`src/rtl/keypad_scanner.sv`:
```
// keypad_scanner
//   Scans a 4x4 matrix keypad one row at a time and reports each new key press.
//   Each row is driven low for c_Scan_div clock cycles. The columns are looked
//   at only on the last cycle of that dwell. The first closed key found
//   latches its code and raises a one-cycle o_valid. The scanner then stays on
//   that row until c_Release_cnt consecutive dwell samples show every column idle.
//
// Ports
//   i_clk      in   1  clock, all state changes on its rising edge
//   i_rst      in   1  synchronous active-high reset
//   i_col      in   4  debounced column lines, active-low
//   o_row      out  4  row drive, active-low, exactly one bit low
//   o_key      out  4  last detected key code {row[1:0], col[1:0]}
//   o_valid    out  1  one-cycle pulse per new key press
//   o_pressed  out  1  high while a detected key is held
module keypad_scanner #(
  parameter int c_Scan_div    = 50000,
  parameter int c_Release_cnt = 2
) (
  input  logic       i_clk,
  input  logic       i_rst,
  input  logic [3:0] i_col,
  output logic [3:0] o_row,
  output logic [3:0] o_key,
  output logic       o_valid,
  output logic       o_pressed
);

  localparam int c_Div_w = ($clog2(c_Scan_div) < 1) ? 1 : $clog2(c_Scan_div);
  localparam logic [c_Div_w-1:0] c_Div_last = c_Div_w'(c_Scan_div - 1);
  localparam logic [3:0] c_Rel = 4'(c_Release_cnt);

  typedef enum logic [1:0] {
    SCAN  = 2'd0,
    PRESS = 2'd1,
    HOLD  = 2'd2
  } t_state;

  t_state             r_state;
  logic [c_Div_w-1:0] r_cnt;
  logic [1:0]         r_row;
  logic [3:0]         r_row_drv;
  logic [3:0]         r_idle;
  logic [3:0]         r_key;
  logic               r_valid;
  logic               r_pressed;

  t_state             w_state_nxt;
  logic [c_Div_w-1:0] w_cnt_nxt;
  logic [1:0]         w_row_nxt;
  logic [3:0]         w_idle_nxt;
  logic [3:0]         w_key_nxt;
  logic               w_valid_nxt;
  logic               w_pressed_nxt;
  logic               w_eod;
  logic               w_any_low;
  logic [1:0]         w_low_col;

  assign w_eod     = (r_cnt == c_Div_last);
  assign w_any_low = (i_col != 4'hF);

  // Free-running dwell counter; it never stops, so every state sees the same dwell grid.
  always_comb begin
    w_cnt_nxt = r_cnt + c_Div_w'(1);
    if (w_eod) begin
      w_cnt_nxt = '0;
    end else begin
      w_cnt_nxt = r_cnt + c_Div_w'(1);
    end
  end

  // Priority encoder: lowest-numbered closed column wins.
  always_comb begin
    w_low_col = 2'd3;
    if (!i_col[0]) begin
      w_low_col = 2'd0;
    end else if (!i_col[1]) begin
      w_low_col = 2'd1;
    end else if (!i_col[2]) begin
      w_low_col = 2'd2;
    end else begin
      w_low_col = 2'd3;
    end
  end

  // Next-state and next-output logic of the scan FSM.
  always_comb begin
    w_state_nxt   = r_state;
    w_row_nxt     = r_row;
    w_idle_nxt    = r_idle;
    w_key_nxt     = r_key;
    w_valid_nxt   = 1'b0;
    w_pressed_nxt = 1'b0;
    case (r_state)
      SCAN: begin
        w_idle_nxt = 4'd0;
        if (w_eod) begin
          if (w_any_low) begin
            // Row stays put so the held key can be watched for release.
            w_state_nxt   = PRESS;
            w_key_nxt     = {r_row, w_low_col};
            w_valid_nxt   = 1'b1;
            w_pressed_nxt = 1'b1;
          end else begin
            w_row_nxt = r_row + 2'd1;
          end
        end else begin
          w_row_nxt = r_row;
        end
      end
      PRESS: begin
        w_state_nxt   = HOLD;
        w_idle_nxt    = 4'd0;
        w_pressed_nxt = 1'b1;
      end
      HOLD: begin
        w_pressed_nxt = 1'b1;
        if (w_eod) begin
          if (i_col == 4'hF) begin
            if ((r_idle + 4'd1) == c_Rel) begin
              w_idle_nxt    = 4'd0;
              w_row_nxt     = r_row + 2'd1;
              w_state_nxt   = SCAN;
              w_pressed_nxt = 1'b0;
            end else begin
              w_idle_nxt = r_idle + 4'd1;
            end
          end else begin
            // Any closed column during the dwell sample restarts the release count.
            w_idle_nxt = 4'd0;
          end
        end else begin
          w_idle_nxt = r_idle;
        end
      end
      default: begin
        w_state_nxt   = SCAN;
        w_idle_nxt    = 4'd0;
        w_pressed_nxt = 1'b0;
      end
    endcase
  end

  // State, counters and registered outputs.
  always_ff @(posedge i_clk) begin
    if (i_rst) begin
      r_state   <= SCAN;
      r_cnt     <= '0;
      r_row     <= 2'd0;
      r_row_drv <= 4'b1110;
      r_idle    <= 4'd0;
      r_key     <= 4'd0;
      r_valid   <= 1'b0;
      r_pressed <= 1'b0;
    end else begin
      r_state   <= w_state_nxt;
      r_cnt     <= w_cnt_nxt;
      r_row     <= w_row_nxt;
      r_row_drv <= ~(4'b0001 << w_row_nxt);
      r_idle    <= w_idle_nxt;
      r_key     <= w_key_nxt;
      r_valid   <= w_valid_nxt;
      r_pressed <= w_pressed_nxt;
    end
  end

  assign o_row     = r_row_drv;
  assign o_key     = r_key;
  assign o_valid   = r_valid;
  assign o_pressed = r_pressed;

endmodule

```
`config.mk`:
```
export PLATFORM = sky130hd
export DESIGN_NAME = keypad_scanner
export DESIGN_NICKNAME = d
export VERILOG_FILES = /design/src/rtl/keypad_scanner.sv
export SDC_FILE = /design/constraint.sdc
export NUM_CORES = 1
export LEC_CHECK = 0
export CELL_PAD_IN_SITES_DETAIL_PLACEMENT = 2
export CELL_PAD_IN_SITES_GLOBAL_PLACEMENT = 2
export CORE_MARGIN = 2
export CORE_UTILIZATION = 37
export CTS_CLUSTER_DIAMETER = 80
export DETAILED_ROUTE_END_ITERATION = 10
export PLACE_DENSITY = 0.89
export RECOVER_POWER = 50
export SLEW_MARGIN = 40
export SYNTH_ARGS = -nofsm -noshare
export SYNTH_HDL_FRONTEND = slang
export SYNTH_SLANG_ARGS = --single-unit
```
`constraint.sdc`:
```
create_clock -name i_clk -period 6.05 [get_ports i_clk]
set_clock_uncertainty 0.2 [all_clocks]
set_input_delay 0.9075 -clock i_clk [delete_from_list [all_inputs] [get_ports i_clk]]
set_output_delay 0.9075 -clock i_clk [all_outputs]
set_load 0.01 [all_outputs]
```
==> results of run 1 <==
==> cell usage in the layout, fill, tap and decap left out, drive strengths merged, types with 2 or more instances in the layout <==
cell / synthesis / final
and4: 3 / 3
mux2i: 2 / 2
dfxtp: 34 / 34
nand4: 5 / 5
o21ai: 2 / 2
or4: 2 / 2
a2111oi: 2 / 2
dlygate4sd3: 0 / 12
nand3: 8 / 8
nor3: 7 / 7
clkdlybuf4s50: 0 / 3
and3: 3 / 3
nand2b: 7 / 7
nor4: 4 / 4
clkbuf: 4 / 6
nand2: 12 / 12
nor2: 27 / 27
xnor2: 10 / 10
inv: 6 / 6
xor2: 4 / 4
ha: 3 / 3
a21oi: 9 / 9
==> flip-flops by register name (all words and copies together), names as in the netlist <==
register,count
r_cnt,16
r_state,2
o_key,4
r_row,2
o_valid,1
o_pressed,1
r_idle,4
o_row,4
==> final timing paths <==
kind                 start       end  cells after the start
setup / recovery  i_col[1]  o_key[2]                      5
hold / removal    o_key[1]  o_key[1]                      2
setup reg to reg  r_cnt[4]  o_key[2]                      5
hold reg to reg   o_key[1]  o_key[1]                      2
==> cell usage after synthesis, types with 2 or more instances <==
library cell	count	area (µm²)
ha_1	3	37.54
and3_1	3	18.77
o21ai_0	2	10.01
a2111oi_4	2	55.05
nand3_1	8	40.04
nand2_1	12	45.04
xnor2_1	10	87.58
inv_1	6	22.52
mux2i_1	2	20.02
nand4_1	5	31.28
nor2_1	27	101.4
xor2_1	4	35.03
a21oi_1	9	45.04
nor4_1	3	18.77
nor3_1	7	35.03
clkbuf_1	4	15.01
and4_1	3	26.28
nand2b_1	7	43.79
dfxtp_1	34	680.7
==> per-layer routing <==
layer	up-vias	wire [µm]	GRT usage, %
met5	-	0	0
met4	0	63	7.353
met3	6	97	5.357
met2	13	2327	37.02
met1	671	1646	20.38
li1	635	-	-
==> through the flow <==
step | hold slack, ns | cells | area [µm²]
detailed placement | 0.2800 | 231 | 1750
global route | 0.3208 | 239 | 1831
finish | 0.2802 | 239 | 1831
global placement | 0.2583 | 231 | 1750
CTS | 0.2949 | 239 | 1846
floorplan | 0.2377 | 171 | 1558
==> kinds of logic after synthesis <==
family,count (synthesis)
fa+ha+maj,3
mux,3
simple gates,86
compound gates,20
flops,34
xor+xnor,14
buf+inv,11
==> layout make-up <==
class	count	area (µm²)
inverter	6	22.52
tap	50	62.56
clock inverter	2	12.51
clock buffer	6	82.58
multi-input combinational	126	819.5
timing repair buffer	15	150.1
fill	458	2198
sequential	34	680.7
==> worst max-delay path: stages <==
cell and delay, ns:
dlygate4sd3_1 0.59, and4_1 0.23, nor4_1 0.81, mux2i_1 0.26, nor2_1 0.05
==> power by group through the flow <==
stage | Combinational, mW | Sequential (mW) | Clock, mW
floorplan | 0.00718 | 0.232 | 0
finish | 0.0124 | 0.227 | 0.177
global route | 0.0141 | 0.228 | 0.194
detailed placement | 0.0126 | 0.233 | 0
global placement | 0.0118 | 0.232 | 0
CTS | 0.0130 | 0.228 | 0.182
==> results.ini, run 1 <==
[clock_network]
postCtsSetupRepairBufs=0
cts_made_buffers=5
cts_hold_buf=0
cts_tree=done
clock_latency_ns=0.29
cts_root_buffer=clkbuf_8
htree_levels=2
clockBufferDepth=2
cts.sinks=34
cts_resized=0
clk_pin_slew_worst_paths_ns=0.07

[power]
internal-power_mw=0.3219
power_switching_mw=0.09532
pwr-share-comb_pct=3.0
leakagePower_nw=0.6083
sw_frac_of_total_pct=22.85
power_mw=0.4172
vdd_drop_max_v=0.0001202
power_density_mw_per_mm2=227.9
pwr-share-clk_pct=42.5
power_frac_seq_pct=54.5

[final_layout]
nNetsFinal=197
syn2layout_area_growth_pct=17.51
fin_util_pct=45.43
diodes=0
drive_gt1_share_pct=7.407

[setup_path]
end_kind=flip-flop
worstSetupStartpointType=input pin
worstPathRequired_ns=6.01
r2r_slack_ns=3.19
cp_max_fo=6
path_class=input pin to flip-flop
arrival_ns=2.86

[synthesis]
synth_cell_types=39
synthFlopType=dfxtp_1
syn_avg_cell_area_um2=9.110
ys_seq_elements=34
synth_adder_area_share_pct=2.410
yosysSeqAreaShare_pct=43.69
muxShareOfSynthArea_pct=2.249
synth_area_mm2=0.001558
synthesis.nets=180
synth_compound_area_share_pct=10.92
netlist_instances=171
synth_top_family_by_area=simple AND/OR/NAND/NOR gates
synth-simple-area-share_pct=30.12
yosysWarnings=0
synth-xor-area-share_pct=7.871
synth_edf_count=0
ys_async_sr_fraction_pct=0

[timing]
min_period_ns=2.901
setup_viol_count_final=0
finalMaxSlewViolations=0
fmaxAchievable_mhz=344.7
setup_tns_ns=0
period_share_pct=47.95
relSlewSlack_pct=33.98
rsz0062_at_grt=no
setup_slack_ns=3.149
final-hold-violation-count=0
worstMarginPinSlew_ns=0.9812

[die]
rows=23
die_h_um=68.89
die_area_mm2=0.004745
core_mm2=0.004029
pin_count=16
start_util_pct=38.66
die_w_um=68.89

[drt]
viasPerCell=5.544
ant_nets=0
num_vias=1325
dr.pass1.iters=3
drc=0
avgRoutedWirePerCell_um=17.30
routed_wl_um=4135
drtIter0Drc=57

[run_status]
status=complete, no violations

[run]
drv_cap=0

[placed_design]
place_ws_ns=2.929
portBuffers=15
routabilityCongestion=0.8107
dp.final_hpwl_um=3044

[global_routing]
grt_antenna_before_repair=0
grt_use_total_pct=19.58
grt_pass1_wl_um=6651
gr-total-overflow=0
grt_pass1_vias=1404
grt_max_degree=19

[worst_hold_path]
hold_class=flip-flop to flip-flop

Power figures use the tool's default switching activity.
==> run 2: changes to the inputs <==
CORE_UTILIZATION = 31   (was 37)
PLACE_DENSITY = 0.8   (was 0.89)
clock period = 2.3 ns   (was 6.05 ns; I/O delays follow)
==> run 2 against run 1 <==
Largest power group unchanged. Die area grew 18%. Critical endpoint is now r_row[1]. Clock power up 150%. Sequential share of layout area fell by 2.4 points. Global-route usage shrank 2.2 points. Via count grew 1.7%. Clock-buffer cell count stayed put.
==> results.ini, run 2 (synthesis results as in run 1) <==
[run_status]
status=complete, no violations  ; unchanged

[setup_path]
arrival_ns=2.27  ; was 2.86 ns
critPathSlowestCell=or4_4  ; was nor4_1
crit_chain=ha_4 > nand2_1 > or4_4 > a2111oi_4 > buf_4 > a21oi_2 > a31o_2  ; was dlygate4sd3_1 > and4_1 > nor4_1 > mux2i_1 > nor2_1
cp_slowest_stage_delay_ns=0.59  ; was 0.81 ns
cp_max_fo=6  ; unchanged
end_kind=flip-flop  ; unchanged
crit_family=simple AND/OR/NAND/NOR gates  ; unchanged
path_buf_inv=1  ; unchanged
worstPathRequired_ns=2.28  ; was 6.01 ns
worstSetupStartpointType=flip-flop  ; was input pin
path_class=flip-flop to flip-flop  ; was input pin to flip-flop

[die]
die_w_um=74.89  ; was 68.89 µm
die_h_um=74.89  ; was 68.89 µm
rows=25  ; was 23
core_mm2=0.004786  ; was 0.004029 mm²
start_util_pct=32.55  ; was 38.66%
pin_count=16  ; unchanged
die_area_mm2=0.005608  ; was 0.004745 mm²

[power]
sw_frac_of_total_pct=21.93  ; was 22.85%
leakagePower_nw=0.6624  ; was 0.6083 nW
pwr-share-comb_pct=3.7  ; was 3.0%
power_density_mw_per_mm2=542.7  ; was 227.9 mW/mm²
internal-power_mw=0.8397  ; was 0.3219 mW
power_mw=1.076  ; was 0.4172 mW
power_frac_seq_pct=55.3  ; was 54.5%
vdd_drop_max_v=0.0002556  ; was 0.0001202 V
power_switching_mw=0.2359  ; was 0.09532 mW
pwr-share-clk_pct=41.0  ; was 42.5%

[final_layout]
drive_gt1_share_pct=16.16  ; was 7.407%
largest_reg_flops=16  ; unchanged
final_area_mm2=0.001982  ; was 0.001831 mm²
mostFrequentLayoutCell=dfxtp_1  ; unchanged
regMostFlops=r_cnt  ; unchanged
syn2layout_area_growth_pct=27.23  ; was 17.51%
nNetsFinal=208  ; was 197
final_cells=265  ; was 239
nFillCells=525  ; was 458
layout_common_cells=dfxtp_1, nor2_1, nand2_1  ; was dfxtp_1, nor2_1, nand2_1, dlygate4sd3_1, xnor2_1
diodes=0  ; unchanged

[drt]
drc=0  ; unchanged
drtIter0Drc=56  ; was 57
routed_wl_um=4387  ; was 4135 µm
avgRoutedWirePerCell_um=16.55  ; was 17.30 µm
dr.pass1.iters=4  ; was 3
viasPerCell=5.087  ; was 5.544
ant_nets=0  ; unchanged
num_vias=1348  ; was 1325

[clock_network]
cts.sinks=34  ; unchanged
htree_levels=2  ; unchanged
clk_pin_slew_worst_paths_ns=0.07  ; about the same
cts_made_buffers=5  ; unchanged
cts_root_buffer=clkbuf_8  ; unchanged
clockBufferDepth=2  ; unchanged
clock_latency_ns=0.28  ; was 0.29 ns
cts_tree=done  ; unchanged

[timing]
setup_tns_ns=0  ; unchanged
relSlewSlack_pct=67.08  ; was 33.98%
setup_viol_count_final=0  ; unchanged
min_period_ns=2.293
fmaxAchievable_mhz=436.1
finalMaxSlewViolations=0  ; unchanged
rsz0062_at_grt=yes  ; was no
final-hold-violation-count=0  ; unchanged
worstMarginPinSlew_ns=0.4931  ; was 0.9812 ns
period_share_pct=99.69

[global_routing]
grt_pass1_wl_um=7272  ; was 6651 µm
grt_max_degree=16  ; was 19
grt_use_total_pct=17.37  ; was 19.58%
grt_antenna_before_repair=0  ; unchanged
gr-total-overflow=0  ; unchanged
grt_pass1_vias=1493  ; was 1404

[placed_design]
routabilityCongestion=0.7266  ; was 0.8107
portBuffers=15  ; unchanged
placed_cell_area_mm2=0.001824  ; was 0.001750 mm²
dp.final_hpwl_um=3093  ; was 3044 µm
place_inst=255  ; was 231

[run]
drv_cap=0  ; unchanged

[worst_hold_path]
hold_class=flip-flop to flip-flop  ; unchanged

-- run 2: cell count changes in the layout (fill, tap and decap cells not counted), sizes merged --
cell	previous run	this run
buf	0	10
clkbuf	6	7
clkdlybuf4s50	3	4
clkinv	1	0
clkinvlp	1	0
dlygate4sd3	12	11
-- run 2: layout make-up --
type | count | area [µm²] | area share [%]
Inverter | 6 | 22.52 | 1.136
Clock buffer | 6 | 82.58 | 4.167
Sequential cell | 34 | 689.4 | 34.79
Multi-Input combinational cell | 126 | 869.6 | 43.88
Timing Repair Buffer | 26 | 234.0 | 11.81
Tap cell | 67 | 83.83 | 4.230
-- run 2: through the flow --
step                hold slack [ns]  utilization, %  worst slack (ns)
floorplan                    0.2377               -            0.1166
global placement             0.2592           38.12           0.07402
detailed placement           0.2846           38.12          -0.04480
CTS                          0.2980           40.76          0.006900
global route                 0.3207           41.41          -0.06239
finish                       0.2940           41.41          0.007028
-- run 2: repair_timing --
| action | 4_1_cts | 5_1_grt |
|---|---|---|
| hold endpoints to repair | 0 | 0 |
| gates resized for setup | 8 | 6 |
| hold buffers | 0 | 0 |
| cloned | 0 | 0 |
| setup buffers | 3 | 1 |
| endpoints found under the setup margin | 7 | 9 |
| pin swaps | 5 | 3 |
-- run 2: final timing paths --
path	from	endpoint	slack (ns)	depth (start not counted)
max	r_idle[1]	r_row[1]	0.007	7
min reg2reg	o_key[1]	o_key[1]	0.29	2
max reg2reg	r_idle[1]	r_row[1]	0.007	7
min	o_key[1]	o_key[1]	0.29	2
-- run 2: worst min-delay path: cells and delay by family (launching register included) --
family / cells / cell delay (ns)
simple gates: 1 / 0.07
compound gates: 1 / 0.05
flops: 1 / 0.32
-- run 2: power by group through the flow --
stage	combinational [mW]	clock [mW]	sequential, mW
finish	0.0395	0.441	0.595
global route	0.0445	0.482	0.595
CTS	0.0417	0.455	0.595
detailed placement	0.0413	0	0.611
global placement	0.0383	0	0.610
floorplan	0.0189	0	0.610
-- run 2: metal layers --
layer / track usage, % / part of all wire [%] / up-vias
li1: - / - / 659
met1: 20.10 / 41 / 670
met2: 31.29 / 56 / 11
met3: 3.347 / 2.1 / 8
met4: 6.944 / 1.5 / 0
met5: 0 / 0 / -
